===== src/rtl/adc_spi_responder_pkg.sv =====
// Shared types and constants for the MCP3202-style SPI ADC responder.
package adc_spi_pkg;

    localparam int DATA_W_DEFAULT = 12;

    // Config bits arrive SGL/DIFF, ODD/SIGN, MSBF and are shifted in from the LSB.
    localparam int CFG_BITS     = 3;
    localparam int CFG_SGL_IDX  = 2;
    localparam int CFG_ODD_IDX  = 1;
    localparam int CFG_MSBF_IDX = 0;

    typedef enum logic [2:0] {
        IDLE,
        WAIT_START,
        CFG,
        DATA_MSB,
        DATA_LSB,
        DONE
    } state_t;

endpackage


===== src/rtl/adc_spi_responder_if.sv =====
// SPI link plus sample/conversion side-band between the AUDIO master and the responder.
interface adc_spi_responder_if
    import adc_spi_pkg::*;
#(
    parameter int DATA_W = DATA_W_DEFAULT
);
    logic              adc_clk;
    logic              adc_cs;
    logic              adc_mosi;
    logic              adc_miso;
    logic              adc_miso_oe;
    logic [DATA_W-1:0] sample_ch0;
    logic [DATA_W-1:0] sample_ch1;
    logic              conv_valid;
    logic              conv_ch;
    logic              conv_diff;
    logic [DATA_W-1:0] conv_data;
    logic              proto_err;

    modport master (
        output adc_clk, adc_cs, adc_mosi, sample_ch0, sample_ch1,
        input  adc_miso, adc_miso_oe, conv_valid, conv_ch, conv_diff, conv_data, proto_err
    );

    modport slave (
        input  adc_clk, adc_cs, adc_mosi, sample_ch0, sample_ch1,
        output adc_miso, adc_miso_oe, conv_valid, conv_ch, conv_diff, conv_data, proto_err
    );

endinterface


===== src/rtl/adc_spi_responder_edge_sync.sv =====
// N-stage synchronizer with single-clk rise/fall pulses on the synchronized level.
module spi_edge_sync #(
    parameter int   STAGES  = 2,
    parameter logic RST_VAL = 1'b0
) (
    input  logic clk,
    input  logic reset,
    input  logic i_async,
    output logic o_level,
    output logic o_rise,
    output logic o_fall
);

    logic [STAGES-1:0] r_sync;
    logic              r_prev;

    // Reset to the line's idle level so leaving reset never fakes an edge.
    always_ff @(posedge clk) begin
        if (reset) begin
            r_sync <= {STAGES{RST_VAL}};
            r_prev <= RST_VAL;
        end else begin
            r_sync <= {r_sync[STAGES-2:0], i_async};
            r_prev <= r_sync[STAGES-1];
        end
    end

    assign o_level = r_sync[STAGES-1];
    assign o_rise  = r_sync[STAGES-1] & ~r_prev;
    assign o_fall  = ~r_sync[STAGES-1] & r_prev;

endmodule


===== src/rtl/adc_spi_responder.sv =====
// MCP3202-style 2-channel ADC emulated as an SPI target, oversampling the link on clk.
module adc_spi_responder
    import adc_spi_pkg::*;
#(
    parameter int DATA_W      = DATA_W_DEFAULT,
    parameter int SYNC_STAGES = 2
) (
    input logic                 clk,
    input logic                 reset,
    adc_spi_responder_if.slave  bus
);

    localparam int CNT_W = $clog2(DATA_W);

    logic w_clk_level, w_clk_rise, w_clk_fall;
    logic w_cs_level, w_cs_rise, w_cs_fall;
    logic w_unused;

    spi_edge_sync #(.STAGES(SYNC_STAGES), .RST_VAL(1'b0)) u_clk_sync (
        .clk     (clk),
        .reset   (reset),
        .i_async (bus.adc_clk),
        .o_level (w_clk_level),
        .o_rise  (w_clk_rise),
        .o_fall  (w_clk_fall)
    );

    spi_edge_sync #(.STAGES(SYNC_STAGES), .RST_VAL(1'b1)) u_cs_sync (
        .clk     (clk),
        .reset   (reset),
        .i_async (bus.adc_cs),
        .o_level (w_cs_level),
        .o_rise  (w_cs_rise),
        .o_fall  (w_cs_fall)
    );

    assign w_unused = ^{w_clk_level, w_cs_rise, w_cs_fall};

    // MOSI uses the same depth so it lines up with the detected clock edge.
    logic [SYNC_STAGES-1:0] r_mosi_sync;
    logic                   w_mosi;

    always_ff @(posedge clk) begin
        if (reset) r_mosi_sync <= '0;
        else       r_mosi_sync <= {r_mosi_sync[SYNC_STAGES-2:0], bus.adc_mosi};
    end

    assign w_mosi = r_mosi_sync[SYNC_STAGES-1];

    function automatic logic [DATA_W-1:0] clamp_diff(input logic [DATA_W-1:0] a,
                                                      input logic [DATA_W-1:0] b);
        logic [DATA_W:0] d;
        d = {1'b0, a} - {1'b0, b};
        return d[DATA_W] ? '0 : d[DATA_W-1:0];
    endfunction

    state_t              r_state;
    logic [CNT_W-1:0]    r_cnt;
    logic [CFG_BITS-1:0] r_cfg;
    logic [DATA_W-1:0]   r_sample;
    logic                r_miso, r_oe;
    logic                r_conv_valid, r_conv_ch, r_conv_diff, r_proto_err;
    logic [DATA_W-1:0]   r_conv_data;

    logic [CFG_BITS-1:0] w_cfg_next;
    logic [DATA_W-1:0]   w_sample;
    logic [CNT_W-1:0]    w_msb_idx;

    always_comb begin
        w_cfg_next = {r_cfg[CFG_BITS-2:0], w_mosi};
        w_msb_idx  = CNT_W'(DATA_W - 1) - r_cnt;
        if (w_cfg_next[CFG_SGL_IDX])
            w_sample = w_cfg_next[CFG_ODD_IDX] ? bus.sample_ch1 : bus.sample_ch0;
        else
            w_sample = w_cfg_next[CFG_ODD_IDX] ? clamp_diff(bus.sample_ch1, bus.sample_ch0)
                                               : clamp_diff(bus.sample_ch0, bus.sample_ch1);
    end

    always_ff @(posedge clk) begin
        // NOTE: r_sample is an ordinary register, reset with the rest so no stale data leaks out.
        if (reset) begin
            r_state      <= IDLE;
            r_cnt        <= '0;
            r_cfg        <= '0;
            r_sample     <= '0;
            r_miso       <= 1'b0;
            r_oe         <= 1'b0;
            r_conv_valid <= 1'b0;
            r_conv_ch    <= 1'b0;
            r_conv_diff  <= 1'b0;
            r_conv_data  <= '0;
            r_proto_err  <= 1'b0;
        end else begin
            r_conv_valid <= 1'b0;
            r_proto_err  <= 1'b0;
            if (r_state != IDLE && w_cs_level) begin
                r_state     <= IDLE;
                r_oe        <= 1'b0;
                r_miso      <= 1'b0;
                r_proto_err <= (r_state == CFG) || (r_state == DATA_MSB);
            end else begin
                unique case (r_state)
                    IDLE: begin
                        if (!w_cs_level) begin
                            r_state <= WAIT_START;
                            r_oe    <= 1'b1;
                            r_miso  <= 1'b0;
                        end
                    end
                    WAIT_START: begin
                        if (w_clk_rise && w_mosi) begin
                            r_state <= CFG;
                            r_cnt   <= '0;
                        end
                    end
                    CFG: begin
                        // r_cnt == 3 means all config bits are in and the null bit is pending.
                        if (w_clk_rise && r_cnt < CNT_W'(CFG_BITS)) begin
                            r_cfg <= w_cfg_next;
                            r_cnt <= r_cnt + 1'b1;
                            if (r_cnt == CNT_W'(CFG_BITS - 1)) r_sample <= w_sample;
                        end else if (w_clk_fall && r_cnt == CNT_W'(CFG_BITS)) begin
                            r_miso  <= 1'b0;
                            r_state <= DATA_MSB;
                            r_cnt   <= '0;
                        end
                    end
                    DATA_MSB: begin
                        if (w_clk_fall) begin
                            r_miso <= r_sample[w_msb_idx];
                            if (r_cnt == CNT_W'(DATA_W - 1)) begin
                                r_conv_valid <= 1'b1;
                                r_conv_ch    <= r_cfg[CFG_ODD_IDX];
                                r_conv_diff  <= ~r_cfg[CFG_SGL_IDX];
                                r_conv_data  <= r_sample;
                                r_state      <= r_cfg[CFG_MSBF_IDX] ? DONE : DATA_LSB;
                                r_cnt        <= CNT_W'(1);
                            end else begin
                                r_cnt <= r_cnt + 1'b1;
                            end
                        end
                    end
                    DATA_LSB: begin
                        if (w_clk_fall) begin
                            r_miso <= r_sample[r_cnt];
                            if (r_cnt == CNT_W'(DATA_W - 1)) r_state <= DONE;
                            else                             r_cnt   <= r_cnt + 1'b1;
                        end
                    end
                    DONE: begin
                        if (w_clk_fall) r_miso <= 1'b0;
                    end
                    default: r_state <= IDLE;
                endcase
            end
        end
    end

    assign bus.adc_miso    = r_miso;
    assign bus.adc_miso_oe = r_oe;
    assign bus.conv_valid  = r_conv_valid;
    assign bus.conv_ch     = r_conv_ch;
    assign bus.conv_diff   = r_conv_diff;
    assign bus.conv_data   = r_conv_data;
    assign bus.proto_err   = r_proto_err;

endmodule


===== src/flat_wrapper.sv =====
// flat-port wrapper written by rule: the top's interface ports become plain ports
module adc_spi_responder_flat import adc_spi_pkg::*;
#(
    parameter int DATA_W      = DATA_W_DEFAULT,
    parameter int SYNC_STAGES = 2
)
  (clk, reset, bus_adc_clk, bus_adc_cs, bus_adc_mosi, bus_sample_ch0, bus_sample_ch1, bus_adc_miso, bus_adc_miso_oe, bus_conv_valid, bus_conv_ch, bus_conv_diff, bus_conv_data, bus_proto_err);
  adc_spi_responder_if #(.DATA_W(DATA_W)) bus_i ();
  input logic clk;
  input logic reset;
  input wire logic [$bits(bus_i.adc_clk)-1:0] bus_adc_clk;
  input wire logic [$bits(bus_i.adc_cs)-1:0] bus_adc_cs;
  input wire logic [$bits(bus_i.adc_mosi)-1:0] bus_adc_mosi;
  input wire logic [$bits(bus_i.sample_ch0)-1:0] bus_sample_ch0;
  input wire logic [$bits(bus_i.sample_ch1)-1:0] bus_sample_ch1;
  output wire logic [$bits(bus_i.adc_miso)-1:0] bus_adc_miso;
  output wire logic [$bits(bus_i.adc_miso_oe)-1:0] bus_adc_miso_oe;
  output wire logic [$bits(bus_i.conv_valid)-1:0] bus_conv_valid;
  output wire logic [$bits(bus_i.conv_ch)-1:0] bus_conv_ch;
  output wire logic [$bits(bus_i.conv_diff)-1:0] bus_conv_diff;
  output wire logic [$bits(bus_i.conv_data)-1:0] bus_conv_data;
  output wire logic [$bits(bus_i.proto_err)-1:0] bus_proto_err;
  assign bus_i.adc_clk = bus_adc_clk;
  assign bus_i.adc_cs = bus_adc_cs;
  assign bus_i.adc_mosi = bus_adc_mosi;
  assign bus_i.sample_ch0 = bus_sample_ch0;
  assign bus_i.sample_ch1 = bus_sample_ch1;
  assign bus_adc_miso = bus_i.adc_miso;
  assign bus_adc_miso_oe = bus_i.adc_miso_oe;
  assign bus_conv_valid = bus_i.conv_valid;
  assign bus_conv_ch = bus_i.conv_ch;
  assign bus_conv_diff = bus_i.conv_diff;
  assign bus_conv_data = bus_i.conv_data;
  assign bus_proto_err = bus_i.proto_err;
  adc_spi_responder #(.DATA_W(DATA_W), .SYNC_STAGES(SYNC_STAGES)) u_core (.clk(clk), .reset(reset), .bus(bus_i));
endmodule

===== config.mk =====
export PLATFORM = sky130hd
export DESIGN_NAME = adc_spi_responder_flat
export DESIGN_NICKNAME = d
export VERILOG_FILES = /design/src/rtl/adc_spi_responder_pkg.sv /design/src/rtl/adc_spi_responder_if.sv /design/src/rtl/adc_spi_responder_edge_sync.sv /design/src/rtl/adc_spi_responder.sv /design/src/flat_wrapper.sv
export SDC_FILE = /design/constraint.sdc
export NUM_CORES = 1
export LEC_CHECK = 0
export CAP_MARGIN = 20
export CORE_AREA = 3 3 116 118
export DETAILED_ROUTE_END_ITERATION = 7
export DIE_AREA = 0 0 119 121
export SYNTH_ARGS = -nofsm -noshare
export SYNTH_HDL_FRONTEND = slang
export SYNTH_HIERARCHICAL = 1
export SYNTH_SLANG_ARGS = --single-unit

===== constraint.sdc =====
create_clock -name clk -period 2.5 [get_ports clk]
set_clock_uncertainty 0.1 [all_clocks]
set_input_delay 0.25 -clock clk [delete_from_list [all_inputs] [get_ports clk]]
set_output_delay 0.25 -clock clk [all_outputs]
set_load 0.01 [all_outputs]

# Word-level counts from Yosys, hierarchy flattened
# Cells that the tools add are included.
# totals
register_bits	47
out_inout_bits	18
word_cells	105
input_bits	29
# op_classes
muxes	35
reduce_logical	19
add_sub_neg	4
bitwise_logic	10
magnitude_cmp	3
n_eq_ne	19
# ops
cell	n
$mux 12	5
$mux 4	7
$sub 12x12->13	2
$mux 3	8
$pmux 3 s6	1
$pmux 4 s4	1
$reduce_and 7->1	2
$lt 4x5->1 const B	2
$mux 1	10
$ne 2x1->1 const B	5
$ne 2x2->1 const B	5
$reduce_and 9->1	1
$bmux 1 s4	2
$eq 4x2->1 const B	2
$not 1->1	8
$reduce_and 4->1	2
$eq 3x2->1 const B	2
$eq 3x3->1 const B	2
$pmux 1 s5	1
$reduce_bool 5->1	1
$add 4x1->4 const B	1
$eq 4x4->1 const B	1
$logic_and 1x1->1	4
$lt 4x2->1 const B	1
other kinds (12)	14

# Longest topological paths before layout
# depth
word_depth	6
depth_mapped	10
ltp_nobuf	10

# Cells and area by module
# Netlist, hierarchy kept.
# modules_own_cells
module	seq_area_each_um2	cells_each	n_inst	area_each_um2
adc_spi_responder	840.8	485	1	3567.2
spi_edge_sync (u_core.u_cs_sync)	60.1	8	1	92.6
spi_edge_sync (u_core.u_clk_sync)	60.1	8	1	91.3

# Worst setup path before layout
# OpenSTA, ideal clock, no wires.
# synth_path
path_kind	input -> register
start	input bus_sample_ch0[0]
end	register u_core.r_sample[10]
setup_time_ps	132
arrival_ps	2071
setup_slack_ps	198
n_path_buf	0
required_ps	2268
cell_stages	10
cell_sequence	inv_1 ha_1 inv_1 fa_1 a211oi_1 nor3_1 o21ai_0 a21oi_1 a221oi_1 nor3_1
# synth_between
elab_chain_cells	4
elab_cells_between_ends	6
classes_between	add/sub (2); mux (4)
# synth_lines
item	line_no	rtl
start: declaration	flat_wrapper.sv:14	input wire logic [$bits(bus_i.sample_ch0)-1:0] bus_sample_ch0;
$sub 12x12->13	adc_spi_responder.sv:53	d = {1'b0, a} - {1'b0, b};
$mux 12	adc_spi_responder.sv:54	return d[DATA_W] ? '0 : d[DATA_W-1:0];
$mux 12 *	adc_spi_responder.sv:75	w_sample = w_cfg_next[CFG_ODD_IDX] ? clamp_diff(bus.sample_ch1, bus.sample_ch0)
$mux 12 *	adc_spi_responder.sv:72	if (w_cfg_next[CFG_SGL_IDX])
end signal: assignment	adc_spi_responder.sv:121	if (r_cnt == CNT_W'(CFG_BITS - 1)) r_sample <= w_sample;
end: declaration	adc_spi_responder.sv:60	logic [DATA_W-1:0] r_sample;
# Every way passes the cells marked *; elsewhere a longest branch is shown, timed or not.
# A chain may end at the register's enable or synchronous reset.

# Worst setup path after layout
# layout_path
start	input bus_sample_ch0[4]
end	register u_core.r_sample[10]
# The elaborated chain is that of the path after synthesis.

==> qor.csv <==
stage;metric;value;unit
outcome;status;completed;
worst_setup_path;Startpoint Class;primary input;
sta;Pins Over Slew Limit;0;
cts;clock sinks;47;
sta;setup violators final;0;
power;Power Density;460;mW/mm2
cells_and_area;Final Cell Area;0.00520;mm2
placement;placed wire-length estimate;8940;um
sta;fmax;417;MHz
die;Die ar.;0.0144;mm2
logic_synthesis;syn avg cell area;7.47;um2
detailed_routing;Wirelength per Cell;14.3;um
worst_setup_path;worst setup path startpoint;bus_sample_ch0[4];
sta;Worst Max-Slew Pin Slew;438;ps
grt;gr usage total;0.152;
grt;antenna violations before repair;0;
cts;H-tree Lvls;2;
cells_and_area;share of layout cells above drive strength 1;0.223;
cells_and_area;final core utilization;0.413;
detailed_routing;met3 routed WL;336;um
worst_setup_path;worst-path maximum fanout;8;
sta;min Tclk post-route;2400;ps
cts;CTS tree;done;
logic_synthesis;Mapped Nets;557;
sta;Max-Slew Margin vs Limit;0.706;
placement;Placed Instances;773;
detailed_routing;met2 wire len;5330;um
worst_setup_path;Worst setup EP type;flip-flop;
min_path;worst min path class;reg -> reg;
placement;Placed Area;0.00491;mm2
detailed_routing;Top Layer Used;met4;
worst_setup_path;flop-to-flop setup slack;220;ps
detailed_routing;DR iter-0 viols;261;
cells_and_area;Finished Layout Cells;782;
worst_setup_path;Critical Path AT;2470;ps
cells_and_area;Layout area overhead;40.0;%
detailed_routing;DRT antenna net count;0;
grt;first-pass GRT wire length;18300;um
die;DIE WIDTH;119;um
cts;CTS max path bufs;2;
detailed_routing;Metal-1 WL;5330;um
placement;routability cong.;0.915;
sta;Final Hold Vio Count;0;
worst_setup_path;Worst Path Required;2570;ps
cts;clock transition at the registers of the reported paths;60;ps
cells_and_area;Fillers;1275;
die;Ports;47;
logic_synthesis;Post-Syn Instances;497;
detailed_routing;drt via density;5.04;
power;leakage dissipation;2.03;nW
placement;# port buffers;46;
sta;Tcrit/Tclk final;0.960;
die;Cell Rows;41;
die;CORE AREA;0.0126;mm2
cts;worst skew pair latency;280;ps
detailed_routing;final WL;11200;um
cts;Root Driver;clkbuf_16;
cells_and_area;post-layout net count;669;
cells_and_area;# diodes;0;
die;initial core utilization;0.295;
job;Max Cap Violations;0;
grt;GRT overflow;0;
detailed_routing;1st-pass router iterations;6;
sta;setup TNS;0;ps
min_path;Hold Crit Start;u_core/u_cs_sync/r_sync[0];
grt;vias in the first global route;3815;
cts;clock buffer count from CTS;5;
die;die span in y;121;um
worst_setup_path;worst r2r src;u_core/r_cnt[2];
power;Worst VDD drop;0.220;mV
detailed_routing;total number of vias;3940;
logic_synthesis;Post-Syn Area;0.00371;mm2
grt;largest net degree at the start of global routing;39;
detailed_routing;# DRC;0;
logic_synthesis;Yosys Warn Count;6;
worst_setup_path;Crit Path Category;in -> reg;
## per-layer routing
layer	GRT usage	vias up
met2	0.266	105
met5	0	-
met1	0.200	1839
met3	0.0135	18
li1	-	1978
met4	0.0463	0
## critical path, cell delays in order
cell and delay, ps:
clkdlybuf4s50_1 470, inv_1 60, ha_1 310, buf_4 160
o21ai_0 90, buf_4 150, o21ai_0 290, a31oi_1 160
xnor2_1 180, a221oi_2 290, nor3_1 70
## stage by stage
| stage | worst slack, ps | hold WS (ps) | power (W) |
|---|---|---|---|
| global placement | -381 | 289 | 0.00166 |
| detailed placement | -447 | 289 | 0.00167 |
| floorplan | 198 | 222 | 0.00133 |
| finish | 101 | 302 | 0.00239 |
| CTS | -11.2 | 306 | 0.00239 |
| global route | -2.41 | 326 | 0.00253 |
## power breakdown
| part | internal (W) | switching [W] |
|---|---|---|
| logic | 0.000435 | 0.000461 |
| clock network | 0.000425 | 0.000274 |
| registers | 0.000777 | 0.0000194 |
## final timing paths
kind | cells after the start | endpoint
max | 11 | u_core/r_sample[10]
min | 1 | u_core/u_cs_sync/r_sync[1]
max reg2reg | 9 | u_core/r_cnt[3]
min reg2reg | 1 | u_core/u_cs_sync/r_sync[1]
## final cells by class
class                      count  area [um2]  area share
multi-input combinational    383        2580       0.497
timing repair buffer         137        1160       0.224
sequential                    47         941       0.181
tap                          172         215      0.0414
clock buffer                   7         153      0.0294
inverter                      35         131      0.0253
clock inverter                 1        7.51     0.00144
## registers in the layout, summed over array words and instances, names as in the netlist
register / count
u_core/bus.adc_miso: 1
u_core/bus.adc_miso_oe: 1
u_core/bus.conv_ch: 1
u_core/bus.conv_data: 12
u_core/bus.conv_diff: 1
u_core/bus.conv_valid: 1
u_core/bus.proto_err: 1
u_core/r_cfg: 3
u_core/r_cnt: 4
u_core/r_mosi_sync: 2
u_core/r_sample: 12
u_core/r_state: 3
u_core/u_clk_sync/r_prev: 1
u_core/u_clk_sync/r_sync: 2
u_core/u_cs_sync/r_sync: 2
## placed cells by master, fill, tap and decap left out, drive strengths merged, types with 9 or more instances in the layout
| cell | n |
|---|---|
| nor2 | 43 |
| dfxtp | 47 |
| xnor2 | 9 |
| buf | 91 |
| nor3 | 12 |
| ha | 29 |
| clkdlybuf4s50 | 43 |
| inv | 35 |
| nand2 | 70 |
| o21ai | 40 |
| a211oi | 12 |
| a21oi | 51 |
## what timing repair did
action                     in CTS  in global routing
resized for setup              13                 16
pin swaps                       5                 12
hold buffers                    0                  0
gates cloned                    0                  0
setup buffers                   0                  1
setup endpoints to repair      12                 12
(Power assumes the default switching activity.)
